<file path="src/rtl/blake_g_inverse.sv">
// Pipelined inverse of the BLAKE-256 G mixing function: recovers pre-G state words in 4 stages.
// Define BLAKE_GINV_REGOUT_EN to add a fifth output register stage (latency 5).
module blake_g_inverse (
    input  logic        clk,
    input  logic        reset,
    input  logic        ce,
    input  logic        in_valid,
    input  logic [31:0] a,
    input  logic [31:0] b,
    input  logic [31:0] c,
    input  logic [31:0] d,
    input  logic [31:0] msg_i,
    input  logic [31:0] msg_ip,
    output logic        out_valid,
    output logic [31:0] a_out,
    output logic [31:0] b_out,
    output logic [31:0] c_out,
    output logic [31:0] d_out
);

    function automatic logic [31:0] rotl(input logic [31:0] x, input int unsigned n);
        return (x << n) | (x >> (32 - n));
    endfunction

    logic        v1_r, v2_r, v3_r, v4_r;
    logic [31:0] a1_r, b1_r, c1_r, d1_r, mi1_r, mip1_r;
    logic [31:0] a2_r, b2_r, c2_r, d2_r, mi2_r;
    logic [31:0] a3_r, b3_r, c3_r, d3_r, mi3_r;
    logic [31:0] a4_r, b4_r, c4_r, d4_r;

    // Stage 1: undo the final b rotate, c add and d rotate
    always_ff @(posedge clk or posedge reset) begin
        if (reset) begin
            v1_r   <= 1'b0;
            a1_r   <= 32'h0;
            b1_r   <= 32'h0;
            c1_r   <= 32'h0;
            d1_r   <= 32'h0;
            mi1_r  <= 32'h0;
            mip1_r <= 32'h0;
        end else if (ce) begin
            v1_r   <= in_valid;
            a1_r   <= a;
            b1_r   <= rotl(b, 7) ^ c;
            c1_r   <= c - d;
            d1_r   <= rotl(d, 8) ^ a;
            mi1_r  <= msg_i;
            mip1_r <= msg_ip;
        end else begin
            v1_r <= v1_r;
        end
    end

    // Stage 2: undo the second a add (uses the second message word) and the b rotate by 12
    always_ff @(posedge clk or posedge reset) begin
        if (reset) begin
            v2_r  <= 1'b0;
            a2_r  <= 32'h0;
            b2_r  <= 32'h0;
            c2_r  <= 32'h0;
            d2_r  <= 32'h0;
            mi2_r <= 32'h0;
        end else if (ce) begin
            v2_r  <= v1_r;
            a2_r  <= a1_r - b1_r - mip1_r;
            b2_r  <= rotl(b1_r, 12) ^ c1_r;
            c2_r  <= c1_r;
            d2_r  <= d1_r;
            mi2_r <= mi1_r;
        end else begin
            v2_r <= v2_r;
        end
    end

    // Stage 3: undo the first c add and the d rotate by 16
    always_ff @(posedge clk or posedge reset) begin
        if (reset) begin
            v3_r  <= 1'b0;
            a3_r  <= 32'h0;
            b3_r  <= 32'h0;
            c3_r  <= 32'h0;
            d3_r  <= 32'h0;
            mi3_r <= 32'h0;
        end else if (ce) begin
            v3_r  <= v2_r;
            a3_r  <= a2_r;
            b3_r  <= b2_r;
            c3_r  <= c2_r - d2_r;
            d3_r  <= rotl(d2_r, 16) ^ a2_r;
            mi3_r <= mi2_r;
        end else begin
            v3_r <= v3_r;
        end
    end

    // Stage 4: undo the first a add (uses the first message word)
    always_ff @(posedge clk or posedge reset) begin
        if (reset) begin
            v4_r <= 1'b0;
            a4_r <= 32'h0;
            b4_r <= 32'h0;
            c4_r <= 32'h0;
            d4_r <= 32'h0;
        end else if (ce) begin
            v4_r <= v3_r;
            a4_r <= a3_r - b3_r - mi3_r;
            b4_r <= b3_r;
            c4_r <= c3_r;
            d4_r <= d3_r;
        end else begin
            v4_r <= v4_r;
        end
    end

`ifdef BLAKE_GINV_REGOUT_EN
    logic        v5_r;
    logic [31:0] a5_r, b5_r, c5_r, d5_r;

    // Optional output retiming stage
    always_ff @(posedge clk or posedge reset) begin
        if (reset) begin
            v5_r <= 1'b0;
            a5_r <= 32'h0;
            b5_r <= 32'h0;
            c5_r <= 32'h0;
            d5_r <= 32'h0;
        end else if (ce) begin
            v5_r <= v4_r;
            a5_r <= a4_r;
            b5_r <= b4_r;
            c5_r <= c4_r;
            d5_r <= d4_r;
        end else begin
            v5_r <= v5_r;
        end
    end

    assign out_valid = v5_r;
    assign a_out     = a5_r;
    assign b_out     = b5_r;
    assign c_out     = c5_r;
    assign d_out     = d5_r;
`else
    assign out_valid = v4_r;
    assign a_out     = a4_r;
    assign b_out     = b4_r;
    assign c_out     = c4_r;
    assign d_out     = d4_r;
`endif

endmodule

</file>
<file path="config.mk">
export PLATFORM = sky130hd
export DESIGN_NAME = blake_g_inverse
export DESIGN_NICKNAME = d
export VERILOG_FILES = /design/src/rtl/blake_g_inverse.sv
export SDC_FILE = /design/constraint.sdc
export NUM_CORES = 2
export LEC_CHECK = 0
export ABC_CLOCK_PERIOD_IN_PS = 20500
export CAP_MARGIN = 20
export CORE_MARGIN = 8
export CORE_UTILIZATION = 45
export DETAILED_ROUTE_END_ITERATION = 12
export GPL_TIMING_DRIVEN = 0
export PLACE_DENSITY = 0.68
export REMOVE_ABC_BUFFERS = 1
export SKIP_LAST_GASP = 1
export SYNTH_ARGS = -nofsm -noshare
export SYNTH_HDL_FRONTEND = slang
export SYNTH_SLANG_ARGS = --single-unit
</file>
<file path="constraint.sdc">
create_clock -name clk -period 20.5 [get_ports clk]
set_clock_uncertainty 0.15 [all_clocks]
set_input_delay 4.1 -clock clk [delete_from_list [all_inputs] [get_ports clk]]
set_output_delay 4.1 -clock clk [all_outputs]
set_load 0.01 [all_outputs]
</file>
# Word-level counts from Yosys, hierarchy flattened
# Index checks and enable logic that the tools add are counted.
dict set report totals {
  regBits 644
  in_bits 196
  output_inout_bits 129
}
dict set report classes {
  n_addsub 6
  bitwise_logic 8
}
# op count
set op_table {}
lappend op_table {{$sub A32 B32 Y32} 6}
lappend op_table {{$xor A32 B32 Y32} 4}
lappend op_table {{$or A32 B12 Y32} 1}
lappend op_table {{$or A32 B16 Y32} 1}
lappend op_table {{$or A32 B7 Y32} 1}
lappend op_table {{$or A32 B8 Y32} 1}

# Longest topological paths before layout
dict set report depth {
  word_depth 2
  ltp_mapped 13
  ltp_nobuf 13
}

# Worst setup path after synthesis
# Ideal clock, no wire load.
dict set report synth_path {
  path_kind {input port to flip-flop}
  from {input c[0]}
  to {register c1_r[24]}
  setup_time_ps 125
  arrival_time_ps 6322
  slack_ps 13903
  path_stages 12
  n_path_buf 0
  path_cell_list {inv_1 > ha_1 > fa_1 > nor2b_1 > o211ai_1 > a211o_1 > a211oi_1 > nor3_1 > o31ai_1 > a21oi_1 > xnor2_1 > mux2_2}
}
dict set report synth_via {
  elab_chain_cells 1
}
# item line_no
set synth_lines {}
lappend synth_lines {{start: declaration} 10} ;# input logic [31:0] c,
lappend synth_lines {{$sub A32 B32 Y32} 45} ;# c1_r <= c - d;
lappend synth_lines {{end signal: assignment} 45}
lappend synth_lines {{end: declaration} 26} ;# logic [31:0] a1_r, b1_r, c1_r, d1_r, mi1_r, mip1_r;
# Every way passes these cells.
# A chain may end at the register's enable or synchronous reset.

# Worst setup path after layout
dict set report layout_path {
  from {input d[4]}
  to {register c1_r[31]}
}
dict set report layout_via {
  elab_chain_cells 1
}
# item line_no
set layout_lines {}
lappend layout_lines {{start: declaration} 11} ;# input logic [31:0] d,
lappend layout_lines {{$sub A32 B32 Y32} 45}
# Every way passes these cells.

==> results.sh <==
export IMPL_core_area_um2=72500
export IMPL_final_common_cell="dfrtp_1"
export IMPL_post_cts_buffers=0
export IMPL_grt_max_degree=165
export IMPL_rows=99
export IMPL_synthAdderAreaFrac_pct=8.81
export IMPL_fin_nets=3686
export IMPL_run_status="complete, no violations"
export IMPL_grt_use_met3_pct=3.44
export IMPL_groute_usage_overall_pct=22.3
export IMPL_finalMaxSlewViolations=0
export IMPL_antenna_found_initial=8
export IMPL_crit_fanout=4
export IMPL_critPathCaptureType="flip-flop"
export IMPL_synth_top_family_by_area="multiplexers"
export IMPL_cts_buffer_depth=3
export IMPL_ir_worst_vdd_uv=82.0
export IMPL_arrival_ns=7.86
export IMPL_grt_pass1_wl_mm=140
export IMPL_path_class="in -> reg"
export IMPL_setup_tns_ns=0
export IMPL_vias_per_cell=5.30
export IMPL_numCtsBuffers=73
export IMPL_wl_per_cell_um=21.4
export IMPL_cts_root_buf="clkbuf_16"
export IMPL_drc=0
export IMPL_use_met2_pct=37.3
export IMPL_avgSynthCellArea_um2=10.9
export IMPL_die_area_um2=81600
export IMPL_relSlewSlack_pct=46.5
export IMPL_ctsResizeCount=0
export IMPL_start_util_pct=45.2
export IMPL_synthArstFlopShare_pct=100
export IMPL_drv_cap=0
export IMPL_clock_fmax_mhz=133
export IMPL_finalSetupViolCount=0
export IMPL_die_h_um=286
export IMPL_critPathLaunchType="input port"
export IMPL_finalHoldViolations=0
export IMPL_port_buffer_count=324
export IMPL_syn_inst=3012
export IMPL_period_needed_ns=7.51
export IMPL_synth_compound_area_share_pct=11.8
export IMPL_die_w_um=286
export IMPL_htreeDepth=3
export IMPL_vias=22900
export IMPL_grt_setup_unrepaired="no"
export IMPL_timing_reg2reg_setup_slack_ns=16.45
export IMPL_synth_xor_area_share_pct=6.16
export IMPL_grt_pass1_vias=22900
export IMPL_use_met1_pct=29.3
export IMPL_ys_ff_latch=644
export IMPL_drive_above_1_share_pct=14.7
export IMPL_timing_hold_ws_ns=0.329
export IMPL_drt_total_wl_mm=92.4
export IMPL_insertion_delay_ns=0.62
export IMPL_hp_class="reg -> reg"
export IMPL_leakagePower_nw=17.3
export IMPL_ys_flop_type="dfrtp_1"
export IMPL_synthSimpleGateAreaFrac_pct=7.97
export IMPL_final_util_pct=54.5
export IMPL_power_density_nw_per_um2=144
export IMPL_cts_num_sinks=644
export IMPL_cts_tree="built"
export IMPL_yosys_warnings=0
export IMPL_firstDrtPassIters=5
export IMPL_clkTransAtPathRegs_ns=0.06
export IMPL_ys_types=75
export IMPL_synth_area_mux_share_pct=11.9
export IMPL_gp_congestion=0.909
export IMPL_seq_area_frac_synth_pct=49.3
export IMPL_synth_area_um2=32700
export IMPL_top_usage_layer="met2"
export IMPL_overflow=0
export IMPL_worst_slew_pin_slew_ns=0.795
export IMPL_required_ns=20.84
export IMPL_pin_count=325
export IMPL_fin_crit_sh_pct=36.6
export IMPL_initialDrtViolationCount=1683
export IMPL_nFillCells=6388
export IMPL_place_hpwl_mm=71.6
export IMPL_layout_common_cells="dfrtp_1 (644), mux2_2 (345), clkdlybuf4s50_1 (323)"
export IMPL_areaGrowthSynthToFinish_pct=20.7
export IMPL_synth_edf_count=0
export IMPL_drtAntennaViolNets=0
export IMPL_hold_buffers=0
export IMPL_power_total_mw=5.68
## where the power goes
group,internal [mW],switching [mW],leakage (nW)
Clock,0.799,0.545,1.19
Combinational,1.14,1.26,8.61
Sequential,1.64,0.297,7.50
Total,3.58,2.10,17.3
## synth_stat cells (4+ instances only)
cell type  number  area, um2
a211oi_1        6       45.0
xnor2_1       192       1680
o21a_1         12       90.1
o21ai_0       188        941
nor4_1          4       25.0
a21oi_1       259       1300
nor2b_1        17        106
nand4_1        27        169
inv_1         233        875
o31ai_1        17        128
o211ai_1        9       67.6
o21bai_1       12       90.1
nand3_1        17       85.1
ha_1          128       1600
nand2_1       216        811
xor2_1         38        333
fa_1           64       1280
a2111o_1        4       45.0
a21boi_0        5       37.5
nor2_1        215        807
buf_1          16       60.1
or3_1          12       75.1
o311ai_0        6       52.6
dfrtp_1       644      16100
nor3_1         27        135
and2_1          6       37.5
and3_1         12       75.1
a221oi_1        4       35.0
a211o_1         4       35.0
a31oi_1        11       68.8
clkbuf_1      107        402
mux2_2        345       3880
nand2b_1       17        106
o221ai_1        4       35.0
o21ai_1         6       30.0
a21o_1         68        510
## final timing paths
path,from,end,depth (start not counted)
max,d[4],c1_r[31],12
min,mi2_r[26],mi3_r[26],2
max reg2reg,b1_r[10],a2_r[29],11
min reg2reg,mi2_r[26],mi3_r[26],2
max in group asynchronous,reset,d_out[15],5
min in group asynchronous,reset,mi1_r[7],2
## worst max-delay path, stage by stage
cell             delay, ns
clkdlybuf4s50_1       0.68
inv_1                 0.08
ha_1                  0.36
o211ai_1              0.10
a21oi_1               0.35
o21ai_0               0.24
a21oi_1               0.31
o21ai_0               0.30
a221oi_2              0.53
nand4_1               0.23
and3_1                0.22
o32a_1                0.33
## cells by family (layout without fill, tap and decap cells)
kind of cell / Yosys count / count (layout)
DFF: 644 / 644
other: 0 / 6
xor gates and xnor gates: 230 / 230
AOI/OAI and AO/OA: 650 / 650
buffers and inverters: 358 / 699
adders and majority gates: 192 / 192
muxes: 347 / 347
and+or+nand+nor: 591 / 591
## final cells by class
| cell class | instances | area, um2 | share of cell area, % |
|---|---|---|---|
| repair buffers | 336 | 3570 | 9.04 |
| clock buffers | 104 | 2120 | 5.36 |
| diodes | 6 | 15.0 | 0.0380 |
| multi-input cells | 2010 | 15300 | 38.6 |
| flip-flops and latches | 644 | 16100 | 40.8 |
| well taps | 959 | 1200 | 3.04 |
| clock inverters | 26 | 345 | 0.874 |
| inverters | 233 | 882 | 2.23 |
## layer usage
metal  vias up  routed length (um)  share of wire (%)
li1      10900                   -                  -
met1     11300               40500                 44
met2       490               44500                 48
met3       157                3920                4.2
met4         4                3530                3.8
met5         -                  27              0.029
## metrics by stage
| stage | worst slack [ns] | instance area, um2 | cells |
|---|---|---|---|
| 2_1_floorplan | -1.79 | 32200 | 2887 |
| 3_3_place_gp | -26.23 | 36700 | 4170 |
| 3_5_place_dp | 12.44 | 37000 | 4182 |
| 4_1_cts | 13.11 | 39500 | 4312 |
| 5_1_grt | 12.76 | 39500 | 4315 |
| 6_report | 12.99 | 39500 | 4318 |
No activity file was read; power rests on OpenSTA's default activity.
